`config.mk`:
```
export PLATFORM = sky130hd
export DESIGN_NAME = fetch_ctrl
export DESIGN_NICKNAME = d
export VERILOG_FILES = /design/src/rtl/fetch_ctrl.sv
export SDC_FILE = /design/constraint.sdc
export NUM_CORES = 1
export LEC_CHECK = 0
export BUFFER_PORTS_ARGS = -buffer_cell sky130_fd_sc_hd__clkbuf_2
export CORE_MARGIN = 4
export CORE_UTILIZATION = 40
export CTS_CLUSTER_SIZE = 20
export DETAILED_ROUTE_END_ITERATION = 16
export PLACE_DENSITY = 0.69
export SLEW_MARGIN = 20
export SYNTH_ARGS = -nofsm -noshare
export SYNTH_HDL_FRONTEND = slang
export SYNTH_SLANG_ARGS = --single-unit
```
`constraint.sdc`:
```
create_clock -name clk -period 3.8 [get_ports clk]
set_input_delay 0.57 -clock clk [delete_from_list [all_inputs] [get_ports clk]]
set_output_delay 0.57 -clock clk [all_outputs]
set_load 0.1 [all_outputs]
```
`src/rtl/fetch_ctrl.sv`:
```
// fetch_ctrl: instruction fetch sequencer.
//
// Walks each fetch through IDLE -> REQ -> (WAIT)* -> LOAD -> HOLD. It latches
// the fetch address and holds a memory read request until the memory
// acknowledges. It then pulses the instruction-register load and PC advance,
// and presents the instruction to decode until decode accepts it.
//
// Build option: define FETCH_TIMEOUT_EN to bound the memory wait. After
// TIMEOUT_CYCLES cycles in REQ/WAIT with no mem_ack, the read is abandoned and
// the sticky fetch_err flag is raised. The controller then stays in IDLE until
// reset. Without the macro, fetch_err is tied low and a read may wait forever.
//
// Handshake (decode side): an instruction transfers on a rising edge where
// instr_valid and dec_ready are both 1. instr_valid stays 1 until that edge
// and does not depend combinationally on dec_ready. dec_ready is ignored
// while instr_valid is 0.

module fetch_ctrl #(
    parameter int ADDR_W         = 32,
    parameter int CNT_W          = 16,
    parameter int TIMEOUT_CYCLES = 255
) (
    input  logic              clk,
    input  logic              reset,
    input  logic              stall,
    input  logic [ADDR_W-1:0] pc_in,
    output logic              mem_req,
    output logic [ADDR_W-1:0] mem_addr,
    input  logic              mem_ack,
    output logic              ir_load,
    output logic              pc_inc,
    output logic              instr_valid,
    input  logic              dec_ready,
    output logic [CNT_W-1:0]  fetch_cnt,
    output logic              fetch_err
);

    typedef enum logic [2:0] {
        S_IDLE = 3'd0,
        S_REQ  = 3'd1,
        S_WAIT = 3'd2,
        S_LOAD = 3'd3,
        S_HOLD = 3'd4
    } state_t;

    state_t state;

    // A zero-cycle memory-wait limit would abandon every read before it can
    // be acknowledged, so reject it when the design is built.
    if (TIMEOUT_CYCLES < 1) begin : g_bad_timeout
        $error("fetch_ctrl: TIMEOUT_CYCLES must be at least 1");
    end

    // launch_ok gates every new fetch. Once a read has timed out, no further
    // fetch may start until reset.
    logic launch_ok;

`ifdef FETCH_TIMEOUT_EN
    // wait_cnt only needs to hold values 0 .. TIMEOUT_CYCLES-1.
    localparam int WAIT_W = (TIMEOUT_CYCLES < 2) ? 1 : $clog2(TIMEOUT_CYCLES + 1);

    logic [WAIT_W-1:0] wait_cnt;
    logic              timeout_hit;

    // Flag the cycle that would be the TIMEOUT_CYCLES-th unacknowledged cycle.
    assign timeout_hit = (int'(wait_cnt) + 1) >= TIMEOUT_CYCLES;
    assign launch_ok   = ~fetch_err;
`else
    assign launch_ok   = 1'b1;
    assign fetch_err   = 1'b0;
`endif

    // Main sequencer. All outputs are registered and decoded from the state
    // being entered, so each output is valid for the whole cycle of its state.
    always_ff @(posedge clk) begin
        if (reset) begin
            state       <= S_IDLE;
            mem_req     <= 1'b0;
            ir_load     <= 1'b0;
            pc_inc      <= 1'b0;
            instr_valid <= 1'b0;
            mem_addr    <= '0;
            fetch_cnt   <= '0;
`ifdef FETCH_TIMEOUT_EN
            fetch_err   <= 1'b0;
            wait_cnt    <= '0;
`endif
        end else begin
            // ir_load and pc_inc are single-cycle pulses, asserted only on
            // entry to LOAD.
            ir_load <= 1'b0;
            pc_inc  <= 1'b0;

            case (state)
                S_IDLE: begin
                    // mem_ack and dec_ready have no meaning here. Only stall
                    // (and a latched error) decide whether to start a fetch.
                    if (!stall && launch_ok) begin
                        state    <= S_REQ;
                        mem_req  <= 1'b1;
                        mem_addr <= pc_in;
`ifdef FETCH_TIMEOUT_EN
                        wait_cnt <= '0;
`endif
                    end
                end

                S_REQ, S_WAIT: begin
                    // The read is outstanding. stall cannot cancel it.
                    // mem_addr holds the address latched at launch.
                    if (mem_ack) begin
                        state     <= S_LOAD;
                        mem_req   <= 1'b0;
                        ir_load   <= 1'b1;
                        pc_inc    <= 1'b1;
                        fetch_cnt <= fetch_cnt + 1'b1;
`ifdef FETCH_TIMEOUT_EN
                    end else if (timeout_hit) begin
                        state     <= S_IDLE;
                        mem_req   <= 1'b0;
                        fetch_err <= 1'b1;
`endif
                    end else begin
                        state     <= S_WAIT;
`ifdef FETCH_TIMEOUT_EN
                        wait_cnt  <= wait_cnt + 1'b1;
`endif
                    end
                end

                S_LOAD: begin
                    // The instruction register captures the data this cycle.
                    // From the next cycle it is offered to decode.
                    state       <= S_HOLD;
                    instr_valid <= 1'b1;
                end

                S_HOLD: begin
                    // Hold the instruction until decode takes it. Only then
                    // does stall decide between idling and fetching again.
                    if (dec_ready) begin
                        instr_valid <= 1'b0;
                        if (stall) begin
                            state    <= S_IDLE;
                        end else begin
                            state    <= S_REQ;
                            mem_req  <= 1'b1;
                            mem_addr <= pc_in;
`ifdef FETCH_TIMEOUT_EN
                            wait_cnt <= '0;
`endif
                        end
                    end
                end

                default: begin
                    state       <= S_IDLE;
                    mem_req     <= 1'b0;
                    instr_valid <= 1'b0;
                end
            endcase
        end
    end

endmodule

```
==> results.toml <==
[clocking]
cts_buffers = 5
cts_hold_buffers = 0
cts_setup_buffers = 0
clock_latency_ns = 0.29
cts_resized = 0
cts_tree = "done"
ctsHtreeMaxLevel = 2
path_clk_slew_ns = 0.09
cts_num_sinks = 54
clock_path_buffers = 2
cts_root_buffer = "clkbuf_8"

[cells_and_area]
multi_input_area_um2 = 980.9
areaGrowthSynthToFinish_pct = 25.67
final_nets = 376
n_fill_cell = 510
drive_gt1_frac = 0.3047
final_cells = 408
diodes = 0
seq_area_um2 = 1081
fin_util = 0.5235

[timing]
maxSlewViolCount = 0
fin_crit_ns = 1.885
skew_ns = 0.005563
hold_viol = 0
fin_ws_ns = 1.915
fin_tns_setup_ns = 0
slew_headroom = 0.3302
rsz0062_at_grt = "no"
finalCritPeriodShare = 0.4960
finalSetupViolations = 0
fmax_ghz = 0.5306
tightest_slew_ns = 1.005

[critical_path]
endpoint_kind = "flop"
worst-r2r-setup-slack_ns = 1.92
cp_max_fo = 10
max_stage_delay_ns = 0.55
reg2regPathDepth = 4
cp_cell_sequence = "xor2_4 -> and4_1 -> nor3b_1 -> mux2_2"
reg2reg_to = "fetch_cnt[15]$_SDFFE_PP0P_"
setup.worst_path.start_class = "flop"
crit_type = "reg -> reg"
cp_slowest_cell = "dfxtp_1"
crit_required_ns = 3.99
crit_arrival_ns = 2.07
r2r_start = "state[0]$_SDFFE_PP0P_"

[place]
hpwl_um = 3455
port_buffers = 88
dpl.cell_count = 400
place_congestion = 0.8078
preCtsSetupSlack_ns = 1.564

[synthesis]
synth_top_area_share = 0.5017
synth_area_leaders = "dfxtp_1 50%, nand2_1 12%, a21oi_1 9.8%"
yosys.cell_types.count = 35
postSynthCellCount = 258
yosys.area.top_type = "dfxtp_1"
yosysSeqAreaShare = 0.5017
synth_seq_cells = 54
syn_nets = 296
yosys_warnings = 0
synth.cell_area_um2 = 2155
avgSynthCellArea_um2 = 8.351

[die]
io_pins = 90
core_um2 = 5172
initial_core_util = 0.4165
fp-row-count = 26
dieHeight_um = 81.39
die_x_um = 81.39
dieArea_um2 = 6624

[grt]
grt.total_usage = 0.1531
grt_pass1_vias = 1878
overflow = 0
grt_max_degree = 57
grt_pass1_wl_um = 8183
antenna_found_initial = 0

[route]
first_pass_iters = 4
routed_wirelength_um = 4900
vias = 2003
final_antenna_net_count = 0
drc_errors = 0
avgViaCountPerCell = 4.909
drt_iter0_markers = 114
wl_per_cell_um = 12.01

[pwr]
ir_worst_vdd_mv = 0.2772
switching_share = 0.4389
p_per_area_nw_per_um2 = 549.9
p_int_uw = 835.5
p_leak_uw = 0.001197
switchingPower_uw = 653.5
p_clk_frac = 0.197
share_comb_of_total_power = 0.365
power_frac_seq = 0.438

[min_path]
min_from = "mem_addr[9]$_SDFFE_PP0P_"
min_delay_path_depth = 2
hp-class = "reg -> reg"
whs_endpoint = "mem_addr[9]$_SDFFE_PP0P_"

[outcome]
outcome = "finished, final reports clean"

[flow_run]
cap_violations = 0
[cells by family (layout without fill, tap and decap cells)]
group                    count (synthesis)  after routing  synth area share
AO/OA/AOI/OAI                           50             50            0.1260
XOR/XNOR                                 8              8           0.04123
adder cells (fa/ha/maj)                  2              2           0.01045
buffers and inverters                   22            102           0.04587
flip-flops                              54             54            0.5017
multiplexers                             3              3           0.01568
other                                    1              1          0.001740
AND/OR/NAND/NOR                        118            118            0.2573
[registers in the layout, summed over array words and instances, names as in the netlist]
register	cells
mem_addr	32
fetch_cnt	16
state	3
instr_valid	1
mem_req	1
pc_inc	1
[critical path, delay by kind of cell (launching register included)]
kind          cells  cell delay, ns
flops             1            0.55
simple gates      2            0.54
mux               1            0.35
xor+xnor          1            0.33
[per-stage QoR]
step           hold WS (ns)  instance area [µm²]  power, µW
6_report             0.4562                 2708       1489
5_1_grt              0.4755                 2708       1567
4_1_cts              0.4599                 2693       1501
3_5_place_dp         0.4477                 2616       1206
3_3_place_gp         0.4411                 2616       1201
2_1_floorplan        0.5429                 2155       1118
[cell usage after synthesis (all sizes together)]
cell,n
and2b,1
nand2,70
nand4,6
nor2,16
and2,2
o31ai,4
or4,5
nor2b,4
and4,4
a21oi,42
o21ai,1
xnor2,1
nor4,1
nand3,5
nor3b,1
or3,1
ha,1
and3,1
buf,6
a31oi,1
o221a,1
inv,5
clkbuf,11
maj3,1
a221oi,1
and4b,1
mux2,3
conb,1
xor2,7
dfxtp,54
[power by group through the flow]
stage / logic, µW / registers, µW / clock network, µW
3_3_place_gp: 536 / 665 / 0
6_report: 543 / 652 / 293
2_1_floorplan: 160 / 958 / 0
4_1_cts: 540 / 653 / 308
3_5_place_dp: 540 / 666 / 0
5_1_grt: 577 / 660 / 330
[worst max-delay path by stage]
stage                                          from                    endpoint  slack (ns)  depth (start not counted)
final                         state[0]$_SDFFE_PP0P_  fetch_cnt[15]$_SDFFE_PP0P_        1.92                          4
after global routing          state[0]$_SDFFE_PP0P_  fetch_cnt[15]$_SDFFE_PP0P_        1.76                          4
after CTS                     state[2]$_SDFFE_PP0P_   mem_addr[22]$_SDFFE_PP0P_        1.76                          4
after detailed placement                  dec_ready   mem_addr[22]$_SDFFE_PP0P_        1.56                          5
after global placement                    dec_ready   mem_addr[25]$_SDFFE_PP0P_        1.63                          5
after floorplan           fetch_cnt[2]$_SDFFE_PP0P_  fetch_cnt[15]$_SDFFE_PP0P_        1.56                          4
[routing by layer]
| layer | global-route usage | routed length [µm] | up-vias |
|---|---|---|---|
| met5 | 0 | 0 | - |
| met4 | 0.03716 | 40 | 0 |
| met3 | 0.05543 | 419 | 4 |
| met2 | 0.2598 | 2325 | 61 |
| met1 | 0.1830 | 2114 | 917 |
| li1 | - | - | 1021 |
[final cells by class]
| class | count | area share |
|---|---|---|
| clock buffer | 7 | 0.02819 |
| inverter | 5 | 0.006932 |
| multi-input combinational | 182 | 0.3623 |
| sequential | 54 | 0.3993 |
| tap | 70 | 0.03235 |
| timing repair buffer | 90 | 0.1710 |
[layout by cell type, fill, tap and decap left out, types with 2 or more instances in the layout]
cell / count
inv_1: 5
o31ai_1: 4
nor2b_1: 4
and2_1: 2
clkbuf_2: 87
nor2_1: 16
and4_1: 4
xor2_1: 6
nand2_1: 69
clkbuf_1: 2
dfxtp_1: 54
nand3_1: 4
or4_1: 5
nand4_1: 6
clkbuf_8: 5
a21oi_1: 42
mux2_2: 3
(Power assumes the default switching activity.)
